### src/rtl/serial_tx_arbiter.sv
// rtl/serial_tx_arbiter.sv - round-robin two-source byte arbiter with lock/burst hold for usb_serial TX
module serial_tx_arbiter #(
  parameter int unsigned MAX_BURST = 16
) (
  input  logic       clk,
  input  logic       reset,
  input  logic       a_strobe,
  input  logic [7:0] a_data,
  input  logic       a_lock,
  output logic       a_ready,
  output logic       a_overrun,
  input  logic       b_strobe,
  input  logic [7:0] b_data,
  input  logic       b_lock,
  output logic       b_ready,
  output logic       b_overrun,
  input  logic       tx_ready,
  output logic       tx_strobe,
  output logic [7:0] tx_data,
  output logic       last_grant,
  output logic       hold
);

  typedef enum logic [1:0] {ST_ARB, ST_HOLD, ST_GAP} state_e;

  localparam logic [7:0] MAX_B = MAX_BURST[7:0];

  state_e          state_q, state_d;
  logic [1:0]      full_q, full_d;
  logic [1:0][7:0] data_q, data_d;
  logic [1:0]      ovr_q, ovr_d;
  logic            last_q, last_d;
  logic            lock_q, lock_d;
  logic [7:0]      burst_q, burst_d;
  logic            tx_strobe_q, tx_strobe_d;
  logic [7:0]      tx_data_q, tx_data_d;

  logic            issue;
  logic            issue_sel;
  logic [1:0]      strobe_in;
  logic [1:0]      lock_in;
  logic            owner_full, other_full, owner_lock;

  assign strobe_in  = {b_strobe, a_strobe};
  assign lock_in    = {b_lock, a_lock};
  assign owner_full = full_q[last_q];
  assign other_full = full_q[~last_q];
  assign owner_lock = lock_in[last_q];

  always_ff @(posedge clk) begin
    if (reset) begin
      state_q <= ST_ARB;
    end else begin
      state_q <= state_d;
    end
  end

  // Next state plus the issue decision; GAP never looks at tx_ready.
  always_comb begin
    state_d   = state_q;
    issue     = 1'b0;
    issue_sel = last_q;
    case (state_q)
      ST_ARB: begin
        if (tx_ready && (full_q != 2'b00)) begin
          issue     = 1'b1;
          issue_sel = (full_q == 2'b11) ? ~last_q : full_q[1];
          state_d   = ST_GAP;
        end
      end
      ST_GAP: begin
        state_d = (lock_q && ((burst_q < MAX_B) || !other_full)) ? ST_HOLD : ST_ARB;
      end
      ST_HOLD: begin
        if (!owner_lock) begin
          state_d = ST_ARB;
        end else if (other_full && (burst_q == MAX_B)) begin
          state_d = ST_ARB;
        end else if (owner_full && tx_ready) begin
          issue     = 1'b1;
          issue_sel = last_q;
          state_d   = ST_GAP;
        end
      end
      default: state_d = ST_ARB;
    endcase
  end

  always_comb begin
    hold       = (state_q == ST_HOLD);
    a_ready    = ~full_q[0];
    b_ready    = ~full_q[1];
    a_overrun  = ovr_q[0];
    b_overrun  = ovr_q[1];
    tx_strobe  = tx_strobe_q;
    tx_data    = tx_data_q;
    last_grant = last_q;
  end

  always_comb begin
    full_d      = full_q;
    data_d      = data_q;
    last_d      = last_q;
    lock_d      = lock_q;
    burst_d     = burst_q;
    tx_strobe_d = issue;
    tx_data_d   = tx_data_q;
    if (issue) begin
      tx_data_d         = data_q[issue_sel];
      full_d[issue_sel] = 1'b0;
      last_d            = issue_sel;
      lock_d            = lock_in[issue_sel];
      if (issue_sel == last_q) begin
        burst_d = (burst_q >= MAX_B) ? MAX_B : burst_q + 8'd1;
      end else begin
        burst_d = 8'd1;
      end
    end
    // A strobe into a full register (including the drain cycle) is dropped.
    ovr_d = strobe_in & full_q;
    if (a_strobe && !full_q[0]) begin
      full_d[0] = 1'b1;
      data_d[0] = a_data;
    end
    if (b_strobe && !full_q[1]) begin
      full_d[1] = 1'b1;
      data_d[1] = b_data;
    end
  end

  always_ff @(posedge clk) begin
    if (reset) begin
      full_q      <= 2'b00;
      data_q      <= '0;
      ovr_q       <= 2'b00;
      last_q      <= 1'b1;
      lock_q      <= 1'b0;
      burst_q     <= 8'd0;
      tx_strobe_q <= 1'b0;
      tx_data_q   <= 8'd0;
    end else begin
      full_q      <= full_d;
      data_q      <= data_d;
      ovr_q       <= ovr_d;
      last_q      <= last_d;
      lock_q      <= lock_d;
      burst_q     <= burst_d;
      tx_strobe_q <= tx_strobe_d;
      tx_data_q   <= tx_data_d;
    end
  end

endmodule

### config.mk
export PLATFORM = sky130hd
export DESIGN_NAME = serial_tx_arbiter
export DESIGN_NICKNAME = d
export VERILOG_FILES = /design/src/rtl/serial_tx_arbiter.sv
export SDC_FILE = /design/constraint.sdc
export NUM_CORES = 1
export LEC_CHECK = 0
export CORE_MARGIN = 2
export CORE_UTILIZATION = 45
export DETAILED_ROUTE_END_ITERATION = 8
export PLACE_DENSITY = 0.73
export SYNTH_ARGS = -nofsm -noshare
export SYNTH_HDL_FRONTEND = slang
export SYNTH_SLANG_ARGS = --single-unit
### constraint.sdc
create_clock -name clk -period 2.13 [get_ports clk]
set_input_delay 0.213 -clock clk [delete_from_list [all_inputs] [get_ports clk]]
set_output_delay 0.213 -clock clk [all_outputs]
set_load 0.005 [all_outputs]
==> key figures <==
Die
  – DIE WIDTH: around 65 µm
  – Die area: around 4200 µm²
  – Initial core utilization: between 40% and 50%
  – Ports: 38
  – Std cell rows: 22
  – Core area: 3630 µm²
  – Die Y-Extent: 65.1 µm

Logic synthesis
  – Synth cell types: 31
  – Number of synthesized flops with an enable pin: 0
  – Synth Register Bits: 41
  – Post-Syn Nets: 220
  – Cells after Synth: 195
  – Syn Std Cell Area: 1680 µm²
  – Yosys top cell by area: dfxtp_1
  – Main area contributors after synthesis: dfxtp_1 (49%), nand2_1 (9.4%), a21oi_1 (6.3%), mux2i_1 (5.4%), a211oi_1 (4.9%)
  – Main synth FF type: dfxtp_1
  – Commonest cells in the netlist: nand2_1 (42), dfxtp_1 (41), a21oi_1 (21), nor2_1 (18), a211oi_1 (11)
  – Syn avg cell area: 8.61 µm²
  – Async set or reset register ratio after synthesis: 0%
  – Most frequent cell after synthesis: nand2_1
  – Yosys warning count: 0
  – Synth top area share: 48.9%
  – Seq/Total Area, Yosys: 48.9%

Worst setup path
  – Worst r2r dst: burst_q[0]
  – Worst Setup End Kind: register
  – CP arrival: 2010 ps
  – Reg-to-Reg Start: last_grant
  – CP Class: reg2reg
  – R2R depth: 5
  – Critical path startpoint category: register
  – Crit-path max FO: 6
  – Worst endpoint required time: 2350 ps
  – R2R Setup Slk: 340 ps

Clock network
  – # H-tree levels: 2
  – Cts bufs inserted: 5
  – TritonCTS sink count: 41
  – Root Driver: clkbuf_8
  – CTS tree: yes
  – Clk Latency, worst-skew pair: 290 ps
  – Post-CTS sizing: 0
  – Worst-path clk slew: 80 ps
  – Clock Path Buffers: 2
  – Setup Buffers After CTS: 0
  – # hold bufs at CTS: 0

Run
  – Max-cap viol count: 0

STA
  – Final setup viols: 0
  – Setup tns final: 0 ps
  – Max-slew headroom: 77.5%
  – Unrepaired setup endpoints after global routing: false
  – Final Cycle Share: 84.0%
  – Max Freq: roughly 560 MHz
  – WHS: about 450 ps
  – Fin crit period: 1790 ps
  – Hold Vio Cnt, Final: 0
  – Clock Skew: 9.66 ps
  – Max-slew violations: 0
  – Worst-margin pin slew: 335 ps
  – Setup WS post-layout: approximately 340 ps

GRT
  – Largest net degree at the start of global routing: 32
  – Initial antenna violation count: 0
  – Total gr overflow: 0
  – GRT Overall Usage: 18.3%
  – Vias in the first global route: 1,319
  – First-pass GRT wire length: 5980 µm

Place
  – DP HPWL: 2400 µm
  – Area after DPL: 2140 µm²
  – I/O Buffers: 37
  – Routability cong.: 0.731
  – Placed cells: 277
  – Pre-CTS WS: 68.1 ps

Power
  – Pwr dens: 780 nW/µm²
  – Leakage: 0.830 nW
  – Max rail drop VDD: 0.406 mV

Cells and area
  – Syn-to-layout area delta: 34.3%
  – Final Instance Area: 2250 µm²
  – Ant diodes: 0
  – Nets: 261
  – Share of post-route cells with drive strength above 1: 10.1%
  – Final Non-Filler Cells: approximately 290

Detailed routing
  – Detail Route Antenna Nets: 0
  – Vias: 1,413
  – Vias per cell: 4.96
  – Drc violations: 0
  – 1st-pass router iterations: 6
  – Initial DRC count: 67
  – WL final: 3460 µm
  – Per-cell routed wire length: about 12 µm

Hold path
  – Hold path endpoint: data_q[15]
  – Min-Delay Path Class: reg2reg
  – Hold Crit Depth: 2
  – Hold wc startpoint: data_q[15]

Run status
  – Outcome: completed
-- cell families after synthesis --
family	Yosys count	share of synthesized area, %
mux	12	7.38
flops	41	48.9
simple gates	85	23.6
buf+inv	15	3.95
fa+ha+maj	2	1.49
compound gates	40	14.7
-- registers in the layout, summed over array words and instances (netlist names) --
signal,count
last_grant,1
lock_q,1
data_q,16
tx_data,8
ovr_q,2
tx_strobe,1
burst_q,8
full_q,2
state_q,2
-- power by group --
group / leakage (nW) / switching (mW) / internal, mW
clock network: 0.0543 / 0.280 / 0.351
logic: 0.440 / 0.124 / 0.157
registers: 0.336 / 0.0324 / 0.813
-- worst max-delay path by stage --
stage / slack (ps) / end / startpoint
5_1_grt: 240 / burst_q[0] / last_grant
3_3_place_gp: 120 / tx_data[7] / tx_ready
4_1_cts: 330 / burst_q[0] / last_grant
2_1_floorplan: 410 / burst_q[0] / last_grant
3_5_place_dp: 70 / tx_data[6] / tx_ready
6_report: 340 / burst_q[0] / last_grant
-- metrics by stage --
| stage | utilization [%] | power, mW |
|---|---|---|
| after floorplan | - | 1.01 |
| after global placement | 58.9 | 1.15 |
| after detailed placement | 58.9 | 1.15 |
| after CTS | 62.1 | 1.77 |
| after global routing | 62.1 | 1.84 |
| final | 62.1 | 1.76 |
-- final cells by class --
cell class	count	area, µm²
Clock buffer	5	68.8
Sequential cell	41	821
Multi-Input combinational cell	139	792
Timing Repair Buffer	44	448
Inverter	5	18.8
Fill cell	333	1380
Tap cell	48	60.1
Clock inverter	3	46.3
-- layout by cell type (no fill, tap or decap) --
cell type        Yosys  routed
nand2_1             42      42
dfxtp_1             41      41
clkdlybuf4s50_1      0      37
a21oi_1             21      21
nor2_1              18      18
a211oi_1            11      11
mux2i_1              9       9
inv_1                5       5
clkbuf_8             0       5
buf_4                0       5
nor3_1               4       4
o21ai_0              4       4
nor3b_1              4       4
nand3_1              4       4
nor2b_1              3       3
mux2_2               3       3
nand2b_1             2       2
ha_1                 2       2
buf_12               0       2
or3b_4               1       1
nand4_1              1       1
nor4bb_1             1       1
and3_4               1       1
o22ai_2              1       1
o31a_2               1       1
o22a_2               1       1
or2b_1               1       1
and2b_2              1       1
nand4b_1             1       1
or3_1                1       1
a31oi_1              1       1
bufinv_16            0       1
clkinv_4             0       1
clkinvlp_4           0       1
-- worst max-delay path, stage by stage (launching register included) --
cell and delay [ps]:
dfxtp_1 440, mux2_2 400, and3_4 190, o22a_2 190
or3_1 340, a31oi_1 170
-- layer usage --
| layer | share of wire, % | routed length [µm] | GRT usage [%] | vias to the layer above |
|---|---|---|---|---|
| met1 | 46 | 1610 | 23.5 | 631 |
| li1 | - | - | - | 749 |
| met5 | 0 | 0 | 0 | - |
| met4 | 0.90 | 31 | 6.25 | 0 |
| met3 | 3.7 | 129 | 4.51 | 4 |
| met2 | 49 | 1690 | 29.9 | 29 |
Power figures use the tool's default switching activity.
==> edit 1: new RTL, same settings <==
`data_q` no longer has a reset.
--- a/src/rtl/serial_tx_arbiter.sv
+++ b/src/rtl/serial_tx_arbiter.sv
@@ -133,3 +133,2 @@
       full_q      <= 2'b00;
-      data_q      <= '0;
       ovr_q       <= 2'b00;
@@ -142,3 +141,2 @@
       full_q      <= full_d;
-      data_q      <= data_d;
       ovr_q       <= ovr_d;
@@ -152,2 +150,6 @@
 
+  always_ff @(posedge clk) begin
+    data_q <= data_d;
+  end
+
 endmodule
Formal check against the unedited RTL: same outputs for any inputs over 10 cycles, from zero or initial values and one cycle with reset high; that may be too few to reach the edited logic, so the function may still have changed.
==> edit 1 against the unedited design <==
  * Utilization is 0.82 points higher
  * Largest cell class unchanged
  * Critical path depth stayed put
  * Area after synthesis is 0.82% lower
  * Critical endpoint unchanged
  * Sequential cell count stayed put
  * Highest routed layer unchanged
  * Largest power group unchanged
  * Routed wire length is 3.5% lower
  * Worst setup slack worse by 0.16 ns
  * Total power is 7.7% higher
  * Cell area is 0.55% higher
==> edit 1: results (changes against the unedited design) <==
Parameter                              Value

Placement
  Placed cell areas ... 2133 µm² (-0.29%)
  Detailed Place HPWL ... 2.501 mm (+4.0%)
  Routability congestion estimate ... 0.8030 (+9.8%)

Layout
  Fill cell count ... 298 (-11%)
  Net count reported at finish ... 210 (-20%)
  Fraction of layout cells with a size suffix above 1 ... 13.44% (+3.3 points)
  Top register by number of flip-flops ... data_q

Yosys
  Share of synthesized area occupied by flip-flops and latches ... 58.90% (+10 points)
  Proportion of synthesized area in mux cells ... 7.964% (+0.59 points)
  Number of nets produced by synthesis ... 165 (-25%)
  Synth Area in Compound Gates ... 12.25% (-2.4 points)
  Number of library cell types mapped by synthesis ... 35 (+13%)
  Adder and majority gate portion of the synthesized area ... 1.503% (+0.012 points)
  Leading cell types by total area after synthesis ... sky130_fd_sc_hd__dfxtp_1, sky130_fd_sc_hd__edfxtp_1, sky130_fd_sc_hd__mux2i_1
  Most instantiated cells after synthesis ... sky130_fd_sc_hd__dfxtp_1, sky130_fd_sc_hd__nor2_1, sky130_fd_sc_hd__edfxtp_1, sky130_fd_sc_hd__a211oi_1, sky130_fd_sc_hd__mux2i_1
  Number of enable flip-flop cells after synthesis ... 16 (+16)

Global routing
  Largest net degree at the start of global routing ... 16 (-50%)
  Met3 track demand over resource in global routing ... 5.208% (+0.69 points)
  Global routing usage on met1 ... 18.78% (-4.7 points)
  Met2 Usage GRT ... 31.31% (+1.4 points)
  GRT Resource Usage Total ... 17.03% (-1.2 points)
  Wire length of the first global-routing pass ... 5.340 mm (-11%)
  Via count of the first global-routing pass ... 1222 (-7.4%)

Drt
  Violation count after the first detailed-route iteration ... 46 (-31%)
  Total routed wirelength ... 3.334 mm (-3.5%)
  Pre-Repair DR Iteration Count ... 4 (-2)
  Routed vias/inst ... 5.120 (+3.3%)

Power and ir drop
  LEAKAGE ... 0.8260 nW (-0.50%)
  Largest vdd supply drop ... 0.4985 mV (+23%)

Hold path
  Start point of the worst hold path ... a_data[6]
  Type of the tightest min-delay check ... in -> reg

STA
  Final clock skew ... 0.006278 ns (-0.003378 ns)
  Max_slew headroom ... 69.42% (-8.1 points)

Outcome
  Status ... finished, final reports clean

Critical path
  Largest fanout on the critical path ... 7 (+1)
  Data arrival, critical path ... 2.14 ns (+0.13 ns)

Clocking
  CTS clock-pin slew for the worst setup and hold paths ... 0.08 ns (about the same)
  Hold Buf Count CTS ... 0 (unchanged)
[edit 1: changes by cell type after synthesis, sizes merged, moves of 4 or more]
| cell | before | now |
|---|---|---|
| nor3b | 4 | 0 |
| edfxtp | 0 | 16 |
| nand2 | 42 | 6 |
| clkbuf | 6 | 2 |
| dfxtp | 41 | 25 |
| a21oi | 21 | 5 |
[edit 1: logic make-up after synthesis]
group,count (synthesis)
flip-flops,41
AO/OA/AOI/OAI,26
adder cells (fa/ha/maj),2
AND/OR/NAND/NOR,48
buffers and inverters,11
multiplexers,12
[edit 1: report_power, final]
group | internal, W | total (W) | leakage (nW) | switching, W
sequential | 0.000867 | 0.000900 | 0.358 | 0.0000326
combinational | 0.000153 | 0.000266 | 0.400 | 0.000113
clock | 0.000465 | 0.000728 | 0.0681 | 0.000263
[edit 1: through the flow]
stage | total power (W) | cells | setup TNS [ns] | util, % | setup slack, ns
2_1_floorplan | 0.001048 | 140 | 0 | - | 0.4183
3_3_place_gp | 0.001172 | 226 | 0 | 59.16 | 0.09541
3_5_place_dp | 0.001184 | 226 | -0.03594 | 59.16 | -0.03594
4_1_cts | 0.001910 | 234 | 0 | 62.87 | 0.1822
5_1_grt | 0.001971 | 234 | 0 | 62.87 | 0.1022
6_report | 0.001893 | 234 | 0 | 62.87 | 0.1807
[edit 1: worst paths after layout]
check	end	slack [ns]	cells past startpoint
setup reg to reg	burst_q[0]$_SDFFE_PP0P_	0.18	5
setup / recovery	burst_q[0]$_SDFFE_PP0P_	0.18	5
hold / removal	data_q[6]$_DFFE_PP_	0.47	1
hold reg to reg	burst_q[6]$_SDFFE_PP0P_	0.50	1
[edit 1: final cells by class]
type / instances / area share [%]
multi-input cells: 88 / 27.59
inverters: 5 / 0.8278
clock inverters: 3 / 2.870
well taps: 48 / 2.649
repair buffers: 44 / 19.76
clock buffers: 5 / 3.035
flip-flops and latches: 41 / 43.27
[edit 1: routing by layer]
metal	vias to the layer above	share of wire (%)
met2	32	55
met3	5	4.2
met4	0	0.84
met5	-	0
met1	565	40
li1	596	-
[edit 1: worst max-delay path: stages, from the launching register on]
cell and delay (ns):
sky130_fd_sc_hd__dfxtp_1 0.53, sky130_fd_sc_hd__mux2i_1 0.29, sky130_fd_sc_hd__and2b_2 0.28, sky130_fd_sc_hd__a31o_2 0.32, sky130_fd_sc_hd__buf_12 0.15, sky130_fd_sc_hd__a311oi_1 0.27
==> edit 2: new RTL, config.mk and constraints unchanged <==
Without the edit above. The parameter `MAX_BURST` goes from 16 to 12.
--- a/src/rtl/serial_tx_arbiter.sv
+++ b/src/rtl/serial_tx_arbiter.sv
@@ -2,3 +2,3 @@
 module serial_tx_arbiter #(
-  parameter int unsigned MAX_BURST = 16
+  parameter int unsigned MAX_BURST = 12
 ) (
Check against the original RTL: no difference found for any inputs over 10 cycles, from zero or initial values and one cycle with reset high; that may be too few to reach the edited logic, so the function may still have changed.
==> edit 2 against the unedited design <==
  * Sequential cell count unchanged
  * Routed wire length up 17%
  * Area after synthesis up 12%
  * Fmax down 2.5%
  * Total power up 3.1%
  * Worst setup slack worse by 0.045 ns
  * Count of clock-buffer cells in the layout up 2
  * Cell area up 10%
  * Global-route usage up 1.2 points
  * Critical endpoint is now lock_q$_SDFFE_PP0P_
  * Largest cell class is now multi-input gates
  * Largest power group unchanged
==> edit 2: results (changes against the unedited design) <==
Parameter                              Value

Outcome
  Status ... finished, final reports clean

Layout
  Fraction of layout cells with a size suffix above 1 ... 13.28% (+3.2 points)
  Net count reported at finish ... 265 (+1.5%)

Drt
  Pre-Repair DR Iteration Count ... 4 (-2)
  Total routed wirelength ... 4.033 mm (+17%)
  Total via count after detailed routing ... 1556 (+10%)
  Detail-routed net length per standard cell ... 13.86 µm (+14%)

Placement
  Detailed Place HPWL ... 2.894 mm (+20%)
  Cell Count Post-Placement ... 283 (+2.2%)
  Routability congestion estimate ... 0.8129 (+11%)
  Setup WS pre-CTS ... 0.1451 ns (+0.07701 ns)

Critical path
  Largest fanout on the critical path ... 8 (+2)
  Startpoint of the lowest-slack register-to-register path ... burst_q[4]$_SDFFE_PP0P_
  Number of cells traversed by the worst register-to-register path ... 4 (-1)
  Longest individual stage delay on the worst path ... 0.41 ns (-0.03 ns)
  Crit-path slowest cell ... sky130_fd_sc_hd__nor4_2

Yosys
  Number of library cell types mapped by synthesis ... 40 (+29%)
  Number of nets produced by synthesis ... 218 (-0.91%)
  Gate count after technology mapping ... 193 (-1.0%)
  Leading cell types by total area after synthesis ... sky130_fd_sc_hd__dfxtp_1, sky130_fd_sc_hd__mux2i_1, sky130_fd_sc_hd__a211oi_1
  Share of synthesized area occupied by flip-flops and latches ... 43.47% (-5.4 points)

Global routing
  Largest net degree at the start of global routing ... 19 (-41%)
  GRT Resource Usage Total ... 19.46% (+1.2 points)

Power and ir drop
  LEAKAGE ... 0.9765 nW (+18%)
  Logic power comb ... 0.000315 W (+12%)
  Largest vdd supply drop ... 0.5705 mV (+40%)
  Internal Dissipation ... 0.001371 W (+3.7%)

STA
  Post-route setup slack ... 0.2958 ns (-0.04506 ns)
  Slew at the pin with the worst max-slew slack ... 0.4788 ns (+0.1438 ns)
  Final clock skew ... 0.005974 ns (-0.003682 ns)
edit 2: cell types whose count changed in the layout (fill, tap and decap cells not counted), sizes merged, moves of 3 or more:
cell	before	now
mux2i	9	28
a21oi	21	7
nor2	18	26
buf	7	15
nand3b	0	3
a211oi	11	17
nand2	42	8
edit 2: cell families after synthesis:
kind of cell | Yosys count | share of synthesized area [%]
mux | 31 | 17.30
buf+inv | 19 | 4.705
fa+ha+maj | 2 | 1.325
flops | 41 | 43.47
compound gates | 37 | 14.45
simple gates | 63 | 18.75
edit 2: how the worst min path moves through the flow:
stage,start,endpoint,slack (ns),cells after the start
after floorplan,a_strobe,ovr_q[0]$_SDFF_PP0_,0.33,2
after global placement,burst_q[5]$_SDFFE_PP0P_,burst_q[5]$_SDFFE_PP0P_,0.44,2
after detailed placement,burst_q[5]$_SDFFE_PP0P_,burst_q[5]$_SDFFE_PP0P_,0.45,2
after CTS,burst_q[5]$_SDFFE_PP0P_,burst_q[5]$_SDFFE_PP0P_,0.46,2
after global routing,burst_q[5]$_SDFFE_PP0P_,burst_q[5]$_SDFFE_PP0P_,0.48,2
final,burst_q[5]$_SDFFE_PP0P_,burst_q[5]$_SDFFE_PP0P_,0.46,2
edit 2: routing by layer:
| metal | global-route usage [%] | vias to the layer above | part of all wire [%] |
|---|---|---|---|
| met1 | 26.32 | 726 | 48 |
| li1 | - | 786 | - |
| met3 | 5.519 | 5 | 5.5 |
| met2 | 28.73 | 39 | 44 |
| met4 | 8.824 | 0 | 1.8 |
| met5 | 0 | - | 0 |
edit 2: final cells by class:
type | count | area, µm²
fill | 358 | 1541
multi-input combinational | 133 | 978.4
sequential | 41 | 820.8
timing repair buffer | 52 | 483.0
clock buffer | 7 | 86.33
tap | 50 | 62.56
clock inverter | 1 | 30.03
inverter | 7 | 26.28
